--- src/rtl/bean_pkg.sv ---
// Shared widths and the queue entry layout for the fetch/issue path.
package bean_pkg;
    localparam int XPR_LEN     = 32;
    localparam int FETCH_WIDTH = 4;
    localparam int INST_BYTES  = 4;
    localparam int QDEPTH      = 8;
    localparam int PTR_W       = $clog2(QDEPTH);

    typedef struct packed {
        logic [XPR_LEN-1:0] inst;
        logic [XPR_LEN-1:0] pc;
    } iq_entry_t;
endpackage

--- src/rtl/fetch_slot_ram.sv ---
// Queue storage: one write port per fetch lane, single asynchronous read at head.
module fetch_slot_ram
    import bean_pkg::*;
(
    input  logic                                clk,
    input  logic [FETCH_WIDTH-1:0]              wr_en,
    input  logic [FETCH_WIDTH-1:0][PTR_W-1:0]   wr_addr,
    input  iq_entry_t [FETCH_WIDTH-1:0]         wr_data,
    input  logic [PTR_W-1:0]                    rd_addr,
    output iq_entry_t                           rd_data
);
    iq_entry_t mem [QDEPTH];

    // Lanes of one packet always target distinct slots, so no port conflicts.
    always_ff @(posedge clk) begin
        for (int k = 0; k < FETCH_WIDTH; k++) begin
            if (wr_en[k]) mem[wr_addr[k]] <= wr_data[k];
        end
    end

    assign rd_data = mem[rd_addr];
endmodule

--- src/rtl/fetch_issue_queue.sv ---
// Circular buffer between fetch and decode: packet-wide push, one-instruction pop.
module fetch_issue_queue
    import bean_pkg::*;
(
    input  logic                           clk,
    input  logic                           rst,
    input  logic                           fetch_valid,
    output logic                           fetch_ready,
    input  logic [FETCH_WIDTH*XPR_LEN-1:0] fetch_data,
    input  logic [XPR_LEN-1:0]             fetch_pc,
    input  logic [1:0]                     fetch_offset,
    input  logic                           drop,
    output logic                           dec_valid,
    input  logic                           dec_ready,
    output logic [XPR_LEN-1:0]             dec_inst,
    output logic [XPR_LEN-1:0]             dec_pc,
    output logic [PTR_W:0]                 count
);
    localparam logic [PTR_W:0] READY_MAX = (PTR_W+1)'(QDEPTH - FETCH_WIDTH);

    logic [PTR_W-1:0]                  head;
    logic [PTR_W-1:0]                  tail;
    logic [PTR_W-1:0]                  push_n;
    logic                              push;
    logic                              pop;
    logic [FETCH_WIDTH-1:0]            wr_en;
    logic [FETCH_WIDTH-1:0][PTR_W-1:0] wr_addr;
    iq_entry_t [FETCH_WIDTH-1:0]       wr_data;
    logic [1:0]                        word_idx [FETCH_WIDTH];
    iq_entry_t                         head_entry;

    // Ready looks only at the registered count, so a same-cycle pop never makes room.
    assign fetch_ready = !rst && !drop && (count <= READY_MAX);
    assign push        = fetch_valid && fetch_ready;
    assign push_n      = PTR_W'(FETCH_WIDTH) - {1'b0, fetch_offset};
    assign dec_valid   = (count != '0);
    assign pop         = dec_valid && dec_ready;

    // Lane k carries packet word offset+k; its PC is rebuilt from the aligned base.
    always_comb begin
        for (int k = 0; k < FETCH_WIDTH; k++) begin
            word_idx[k]     = fetch_offset + 2'(k);
            wr_en[k]        = push && (PTR_W'(k) < push_n);
            wr_addr[k]      = tail + PTR_W'(k);
            wr_data[k].inst = fetch_data[XPR_LEN*word_idx[k] +: XPR_LEN];
            wr_data[k].pc   = {fetch_pc[XPR_LEN-1:4], word_idx[k], 2'b00};
        end
    end

    fetch_slot_ram u_ram (
        .clk     (clk),
        .wr_en   (wr_en),
        .wr_addr (wr_addr),
        .wr_data (wr_data),
        .rd_addr (head),
        .rd_data (head_entry)
    );

    assign dec_inst = dec_valid ? head_entry.inst : '0;
    assign dec_pc   = dec_valid ? head_entry.pc   : '0;

    always_ff @(posedge clk) begin
        if (rst || drop) begin
            head  <= '0;
            tail  <= '0;
            count <= '0;
        end else begin
            head  <= head + PTR_W'(pop);
            tail  <= tail + (push ? push_n : '0);
            count <= count + (push ? {1'b0, push_n} : '0) - (PTR_W+1)'(pop);
        end
    end

    // The 2-bit offset port cannot exceed the packet, so only alignment needs checking.
    always @(posedge clk) begin
        if (!rst && push) begin
            assert (fetch_pc[3:0] == 4'h0)
                else $error("fetch_pc %h not 16-byte aligned", fetch_pc);
        end
    end
endmodule

--- config.mk ---
export PLATFORM = sky130hd
export DESIGN_NAME = fetch_issue_queue
export DESIGN_NICKNAME = d
export VERILOG_FILES = /design/src/rtl/bean_pkg.sv /design/src/rtl/fetch_slot_ram.sv /design/src/rtl/fetch_issue_queue.sv
export SDC_FILE = /design/constraint.sdc
export NUM_CORES = 1
export LEC_CHECK = 0
export BUFFER_PORTS_ARGS = -buffer_cell sky130_fd_sc_hd__buf_2
export CAP_MARGIN = 20
export CORE_MARGIN = 2
export CORE_UTILIZATION = 60
export CTS_BUF_LIST = sky130_fd_sc_hd__clkbuf_16
export CTS_CLUSTER_SIZE = 40
export DETAILED_ROUTE_END_ITERATION = 10
export MAX_ROUTING_LAYER = met4
export PLACE_DENSITY = 0.78
export SYNTH_ARGS = -nofsm -noshare
export SYNTH_HDL_FRONTEND = slang
export SYNTH_SLANG_ARGS = --single-unit
--- constraint.sdc ---
create_clock -name clk -period 11.4 [get_ports clk]
set_input_delay 1.71 -clock clk [delete_from_list [all_inputs] [get_ports clk]]
set_output_delay 1.71 -clock clk [all_outputs]
set_load 0.01 [all_outputs]
# After elaboration in Yosys (flattened, before gate mapping)
# Memories as Yosys holds them, arrays and structs flattened. A register that Yosys moved wholly into a read port is not among the register bits.
# Index checks and enable logic that the tools add are counted.
[classes] n_addsub=11 n_mul=0 div_mod_pow=0 magnitude_cmp=5 n_eq_ne=0 shifts=4 n_mux=13 n_bitwise=0 n_reduce_logical=12
[ops] op="$shiftx A128 B8 Y32" n=4
[ops] op="$mux W32" n=2
[ops] op="$mux W3" n=3
[ops] op="$logic_and A1 B1 Y1" n=8
[ops] op="$mux W1" n=8
[ops] op="$add A3 B2 Y3 const B" n=2
[ops] op="$lt A1 B3 Y1 const A" n=2
[ops] op="$lt A2 B3 Y1 const A" n=2
[ops] op="$add A2 B2 Y2 const B" n=2
[ops] op="$add A4 B3 Y4" n=1
[ops] op="$le A4 B3 Y1 const B" n=1
[ops] op="$reduce_bool A4 Y1" n=1
[ops] op="$sub A4 B1 Y4" n=1
[ops] op="$add A3 B1 Y3" n=1
[ops] op="$add A3 B1 Y3 const B" n=1
[ops] op="$add A3 B3 Y3" n=1
[ops] op="$sub A3 B2 Y3 const A" n=1
[ops] op="$add A2 B1 Y2 const B" n=1
[ops] op="$logic_not A1 Y1" n=2
[ops] op="$logic_or A1 B1 Y1" n=1
[totals] regBits=10 latchBits=0 ramBits=496 romBits=0 in_bits=167 mem_count=1
[memory_table] name="u_ram.mem" depth=8 width=62 read_ports=1 rd_clocked_by_memory_dff=1 write_ports=4 line="fetch_slot_ram.sv:12" source="iq_entry_t mem [QDEPTH];"

# Logic depth before layout (Yosys ltp)
# Gate-level depths: netlist of the first run.
[depth] word_depth=7 mapped_depth=17

# Modules after synthesis
# From an unflattened synthesis of the first run, not the netlist that was laid out.
[unflattened] hier_cells=3695 hier_area_um2=40053.4
[by_module_without_submodules] mod="fetch_slot_ram" instances=1 cells_each=3387 area_per_inst_um2=35734.3 seq_area_each_um2=15374.7
[by_module_without_submodules] mod="fetch_issue_queue" instances=1 cells_each=308 area_per_inst_um2=4319.1 seq_area_each_um2=200.2

# Worst setup path after synthesis of the first run
# Ideal clock, no wire load.
[synth_path] path_kind="input port to flip-flop" start="input fetch_offset[0]" end="memory u_ram.mem[3][0] (netlist name), enable pin" setup_ns=0.431 t_arrival_ns=6.201 setup_slack_ns=4.768 cell_stages=12 n_path_buf=6 cell_sequence="clkbuf_1 buf_2 clkbuf_1 buf_2 clkinv_1 ha_1 nor4b_1 nand3_1 and2_1 clkbuf_1 clkbuf_1 nand3_1"
[synth_rtl] element="start, declared" line="fetch_issue_queue.sv:11" source="input logic [1:0] fetch_offset,"
[synth_rtl] element="end, declared" line="fetch_slot_ram.sv:12"

==> results of run 1 <==
==> per-layer routing <==
metal	vias to the layer above	part of all wire	global-route usage
met4	0	0.062	0.195
li1	9741	-	-
met5	-	0	-
met1	11209	0.34	0.475
met3	538	0.14	0.0776
met2	2207	0.45	0.566
==> logic make-up (layout without fill, tap and decap cells) <==
logic type	count (synthesis)	count (layout)	share of synthesized area
AO/OA/AOI/OAI	732	732	0.141
XOR/XNOR	18	18	0.00539
adder cells (fa/ha/maj)	16	16	0.00736
buffers and inverters	262	417	0.0367
flip-flops	506	506	0.517
multiplexers	418	418	0.226
other	1	3	0.000128
AND/OR/NAND/NOR	465	465	0.0676
==> cell usage after synthesis (8+ instances only) <==
cell,count
o22ai_1,252
inv_1,45
xnor2_1,16
dfxtp_1,10
ha_1,14
mux2_2,66
a21oi_1,436
edfxtp_1,496
mux2i_1,166
buf_2,41
buf_1,27
mux4_2,186
a21oi_2,9
and2_1,11
clkbuf_1,141
nand3_1,16
nor3_1,8
nand2_1,30
nor2_1,355
==> state kept, by name (all words and copies together) (netlist names) <==
signal / count
u_ram.mem: 496
count: 4
head: 3
tail: 3
==> power by group <==
group          switching [µW]  internal, µW  leakage [µW]  total, µW
clock                     730           893      0.000812       1620
sequential               35.2          2120       0.00457       2160
combinational             730           475       0.00594       1200
total                    1490          3490        0.0113       4990
==> cell type report <==
type	instances	area [µm²]	area share
antenna	1	2.50	0.0000771
clock buffer	52	1300	0.0401
clock inverter	40	272	0.00836
inverter	47	178	0.00547
multi-input combinational	1651	13300	0.409
sequential	506	15100	0.465
tap	615	769	0.0237
timing repair buffer	278	1560	0.0480
==> through the flow <==
step	util	std cells	hold WS, ns	total power (µW)	cell area (µm²)
2_1_floorplan	-	2419	0.549	2970	29200
3_3_place_gp	0.643	3095	0.710	3350	30800
6_report	0.677	3190	0.724	4990	32500
4_1_cts	0.677	3189	0.739	4980	32500
5_1_grt	0.677	3190	0.799	5150	32500
3_5_place_dp	0.644	3097	0.720	3390	30900
==> worst paths after layout <==
path | endpoint | slack [ns] | cells after the start
worst max-delay path | u_ram.mem[1][4] | 4.94 | 10
worst min-delay path | count[0] | 0.72 | 2
worst max register to register | u_ram.mem[3][7] | 5.98 | 6
worst min register to register | count[0] | 0.72 | 2
==> worst reg2reg max path, delay by kind of cell (launching register included) <==
family / cells / cell delay (ns)
buf+inv: 1 / 0.73
simple gates: 4 / 3.50
compound gates: 1 / 0.41
flops: 1 / 0.36
==> impl_metrics.py, run 1 <==
metrics = {
    "run_status": {
        "status": "complete, no violations",
    },
    "global_routing": {
        "grt_max_degree": 75,
        "antenna_found_initial": 1,
        "grt_use_total": 0.372,
        "grt.overflow.total": 0,
        "grt_pass1_vias": 23144,
        "grt_pass1_wl_mm": 137,
    },
    "clock_network": {
        "clock_latency_ns": 0.62,
        "cts.clk_slew.worst_paths_ns": 0.06,
        "cts.htree.levels": 2,
        "post_cts_buffers": 0,
        "cts.path.max_buffers": 3,
        "ctsRootBufferMaster": "clkbuf_16",
        "numCtsBuffers": 51,
        "cts_tree": "done",
        "ctsHoldBuffers": 0,
        "post_cts_resized": 0,
        "clkSinkCount": 506,
    },
    "place": {
        "place_hpwl_mm": 50.8,
        "gp_congestion": 0.938,
        "port_buffers": 230,
        "place_ws_ns": 4.53,
    },
    "timing": {
        "worst_pin_slew_ns": 1.25,
        "finalHoldViolCount": 0,
        "maxSlewHeadroom": 0.168,
        "setup_viol": 0,
        "finalClockSkew_ns": 0.0150,
        "setup_slack_ns": 4.94,
        "grt_setup_unrepaired": "no",
        "min_period_ns": 6.46,
        "drv_slew": 0,
        "finalCritPeriodShare": 0.567,
        "fin_tns_setup_ns": 0,
        "timing.fmax_ghz": 0.155,
    },
    "synth": {
        "async_reset_ff_frac": 0,
        "netlist_area_um2": 29200,
        "synth_edf_count": 496,
        "synth_area_leaders": "edfxtp_1 51%, mux4_2 14%, a21oi_1 7.5%",
        "synth.ff_latch_count": 506,
        "yosysWarnings": 0,
        "synth-seq-area-share": 0.517,
        "yosys.area.top_type_share": 0.510,
        "synth_top_cell_by_area": "edfxtp_1",
        "synthCells": 2418,
        "synth_ff_type": "edfxtp_1",
        "synth.distinct_cells": 59,
        "syn_area_per_cell_um2": 12.1,
    },
    "drt": {
        "drt_iter0_markers": 3655,
        "wire_per_inst_um": 28.8,
        "drc_errors": 0,
        "detail_route.vias_per_cell": 7.43,
        "antenna_left": 0,
        "num_vias": 23695,
        "drt_first_pass_iters": 9,
        "wl_mm": 91.8,
    },
    "setup_path": {
        "path_delay_family": "simple AND/OR/NAND/NOR gates",
        "critPathLaunch": "fetch_offset[1]",
        "cp_max_fo": 41,
        "start_kind": "input pin",
        "crit_path_end_kind": "flop",
        "cp_num_buf_inv": 4,
        "slowest_stage": "nand2_2",
        "cp.arrival_ns": 6.70,
        "rr_startpoint": "count[1]",
        "worstPathCellList": "buf_2, buf_4, clkinv_2, ha_4, nand3b_1, nor3_1, nand2_2, and2_2, nand3_4, buf_4",
        "path_common_cell": "buf_4",
        "path_class": "in2reg",
        "cpPeakStageDelay_ns": 0.93,
        "required_ns": 11.64,
    },
    "worst_hold_path": {
        "worstHoldStart": "count[0]",
        "hold_class": "reg2reg",
    },
    "layout": {
        "drive_gt1_frac": 0.251,
        "nets": 2718,
        "area_growth_pct": 11.1,
        "fillers": 3393,
        "layout_commonest_cell": "edfxtp_1",
        "final_cell_mix": "496 x edfxtp_1, 436 x a21oi_1, 355 x nor2_1, 252 x o22ai_1, 229 x buf_2",
    },
    "floorplanning": {
        "std_cell_rows": 80,
        "die_area_um2": 50500,
        "die-height_um": 225,
        "core_um2": 47900,
        "die_x_um": 225,
        "initial_core_util": 0.609,
        "io_pins": 237,
    },
    "pwr": {
        "ir_worst_vdd_mv": 0.175,
        "p_leak_uw": 0.0113,
        "powerDensity_nw_per_um2": 154,
    },
    "job": {
        "maxCapViolCount": 0,
    },
}
(Power assumes the default switching activity.)
==> run 2: changes to the inputs <==
- clock period: 11.4 -> 6.5 ns (I/O delays scaled with it)
==> run 2 against run 1 <==
Die area is the same. Cell area rose by 0.77%. Non-clock buffer count grew 13. Utilization grew 0.52 points. Critical path depth fell by 1. Sequential share of layout area is 0.35 points lower. Via count up 0.35%. Hold slack worse by 0.095 ns. Critical path type unchanged. Critical endpoint is now u_ram.mem[6][28]. Largest power group unchanged. Highest routed layer unchanged.
==> impl_metrics.py, run 2 (synthesis gave the netlist of run 1 again) <==
metrics = {
    "global_routing": {
        "grt_use_total": 0.377,
        "grt_max_degree": 70,
        "grt_pass1_vias": 23115,
        "grt.overflow.total": 0,
        "grt_pass1_wl_mm": 138,
        "antenna_found_initial": 5,
    },
    "floorplanning": {
        "io_pins": 237,
        "die_x_um": 225,
        "die-height_um": 225,
        "core_um2": 47900,
        "std_cell_rows": 80,
        "initial_core_util": 0.609,
        "die_area_um2": 50500,
    },
    "pwr": {
        "p_leak_uw": 0.0114,
        "clock_power_share": 0.331,
        "switchingPower_uw": 2640,
        "power.internal_uw": 6230,
        "power_frac_seq": 0.427,
        "ir_worst_vdd_mv": 0.313,
        "powerDensity_nw_per_um2": 271,
        "comb_power_share": 0.241,
        "sw_frac_of_total": 0.298,
    },
    "timing": {
        "worst_pin_slew_ns": 1.11,
        "setup_viol": 0,
        "grt_setup_unrepaired": "no",
        "finalClockSkew_ns": 0.0180,
        "drv_slew": 0,
        "timing.fmax_ghz": 0.202,
        "maxSlewHeadroom": 0.249,
        "fin_tns_setup_ns": 0,
        "min_period_ns": 4.95,
        "finalHoldViolCount": 0,
        "finalCritPeriodShare": 0.761,
    },
    "drt": {
        "drt_first_pass_iters": 6,
        "antenna_left": 0,
        "drt_iter0_markers": 3447,
        "num_vias": 23779,
        "drc_errors": 0,
        "detail_route.vias_per_cell": 7.40,
        "wire_per_inst_um": 29.1,
        "wl_mm": 93.6,
    },
    "setup_path": {
        "cpPeakStageDelay_ns": 0.91,
        "cp_num_buf_inv": 4,
        "cp_max_fo": 67,
        "slowest_stage": "nor4b_1",
        "start_kind": "input pin",
        "path_class": "in2reg",
        "cp.arrival_ns": 5.23,
        "crit_path_end_kind": "flop",
        "path_delay_family": "buffers and inverters",
        "worstPathCellList": "buf_6, clkinv_1, ha_1, nor4b_1, nand4_1, a21boi_4, buf_4, nand2_4, buf_12",
        "required_ns": 6.78,
    },
    "run_status": {
        "status": "complete, no violations",
    },
    "layout": {
        "fillers": 3344,
        "fin_cells": 3213,
        "drive_gt1_frac": 0.256,
        "final_cell_mix": "496 x edfxtp_1, 436 x a21oi_1, 355 x nor2_1, 252 x o22ai_1, 229 x buf_2",
        "layout_commonest_cell": "edfxtp_1",
        "nets": 2732,
        "multi_input_area_um2": 13300,
        "area_growth_pct": 11.9,
        "seqCellArea_um2": 15100,
        "largest_reg_flops": 496,
    },
    "job": {
        "maxCapViolCount": 0,
    },
    "clock_network": {
        "clock_latency_ns": 0.61,
        "cts.htree.levels": 2,
        "numCtsBuffers": 52,
        "cts.path.max_buffers": 3,
        "ctsHoldBuffers": 0,
        "clkSinkCount": 506,
        "post_cts_resized": 0,
        "cts_tree": "done",
        "cts.clk_slew.worst_paths_ns": 0.06,
        "ctsRootBufferMaster": "clkbuf_16",
        "post_cts_buffers": 0,
    },
    "worst_hold_path": {
        "hold_class": "in2reg",
    },
    "place": {
        "place_hpwl_mm": 52.5,
        "dpl.cell_count": 3109,
        "port_buffers": 230,
        "gp_congestion": 0.947,
    },
}
-- run 2: cell types whose count changed in the layout (fill, tap and decap cells not counted), moves of 2 or more --
cell,delta
clkinv_1,-5
inv_1,+6
diode_2,+5
buf_12,+7
buf_16,-2
bufinv_16,+2
buf_4,+7
-- run 2: final cells by class --
type,instances,area share
clock buffers,52,0.0398
flip-flops and latches,506,0.462
inverters,47,0.00543
well taps,615,0.0235
clock inverters,45,0.0110
diodes,6,0.000459
multi-input cells,1651,0.406
repair buffers,291,0.0522
-- run 2: final timing paths --
check / slack, ns / cells after the start / end / startpoint
max reg2reg: 2.06 / 8 / u_ram.mem[4][5] / tail[0]
min: 0.63 / 1 / u_ram.mem[5][6] / fetch_pc[8]
max: 1.55 / 9 / u_ram.mem[6][28] / fetch_offset[0]
min reg2reg: 0.72 / 2 / count[0] / count[0]
-- run 2: power by group through the flow --
stage / combinational (µW) / clock (µW) / sequential [µW]
global placement: 2040 / 0 / 3850
global route: 2290 / 3070 / 3800
detailed placement: 2090 / 0 / 3860
CTS: 2110 / 2940 / 3790
finish: 2140 / 2940 / 3790
floorplan: 1380 / 0 / 3830
-- run 2: metrics by stage --
step,cell area (µm²),setup slack (ns),hold slack [ns],util,total power (µW)
after floorplan,29200,0.603,0.549,-,5210
after global placement,31000,1.28,0.684,0.647,5880
after detailed placement,31000,1.04,0.702,0.647,5950
after CTS,32700,1.66,0.612,0.682,8840
after global routing,32700,1.39,0.631,0.682,9160
final,32700,1.55,0.629,0.682,8870
-- run 2: worst reg2reg max path: stages (launching register included) --
cell and delay, ns:
dfxtp_1 0.79, inv_1 0.28, ha_1 0.61, or3b_2 0.60, nor4_2 0.31, buf_4 0.49, a21oi_1 0.14, nand2_4 0.49
buf_12 0.36
-- run 2: routing by layer --
metal  part of all wire  global-route usage  wire [µm]
met4              0.064               0.199       5980
met5                  0                   -          0
met3               0.13              0.0779      12500
met1               0.34               0.476      32100
met2               0.46               0.581      43000
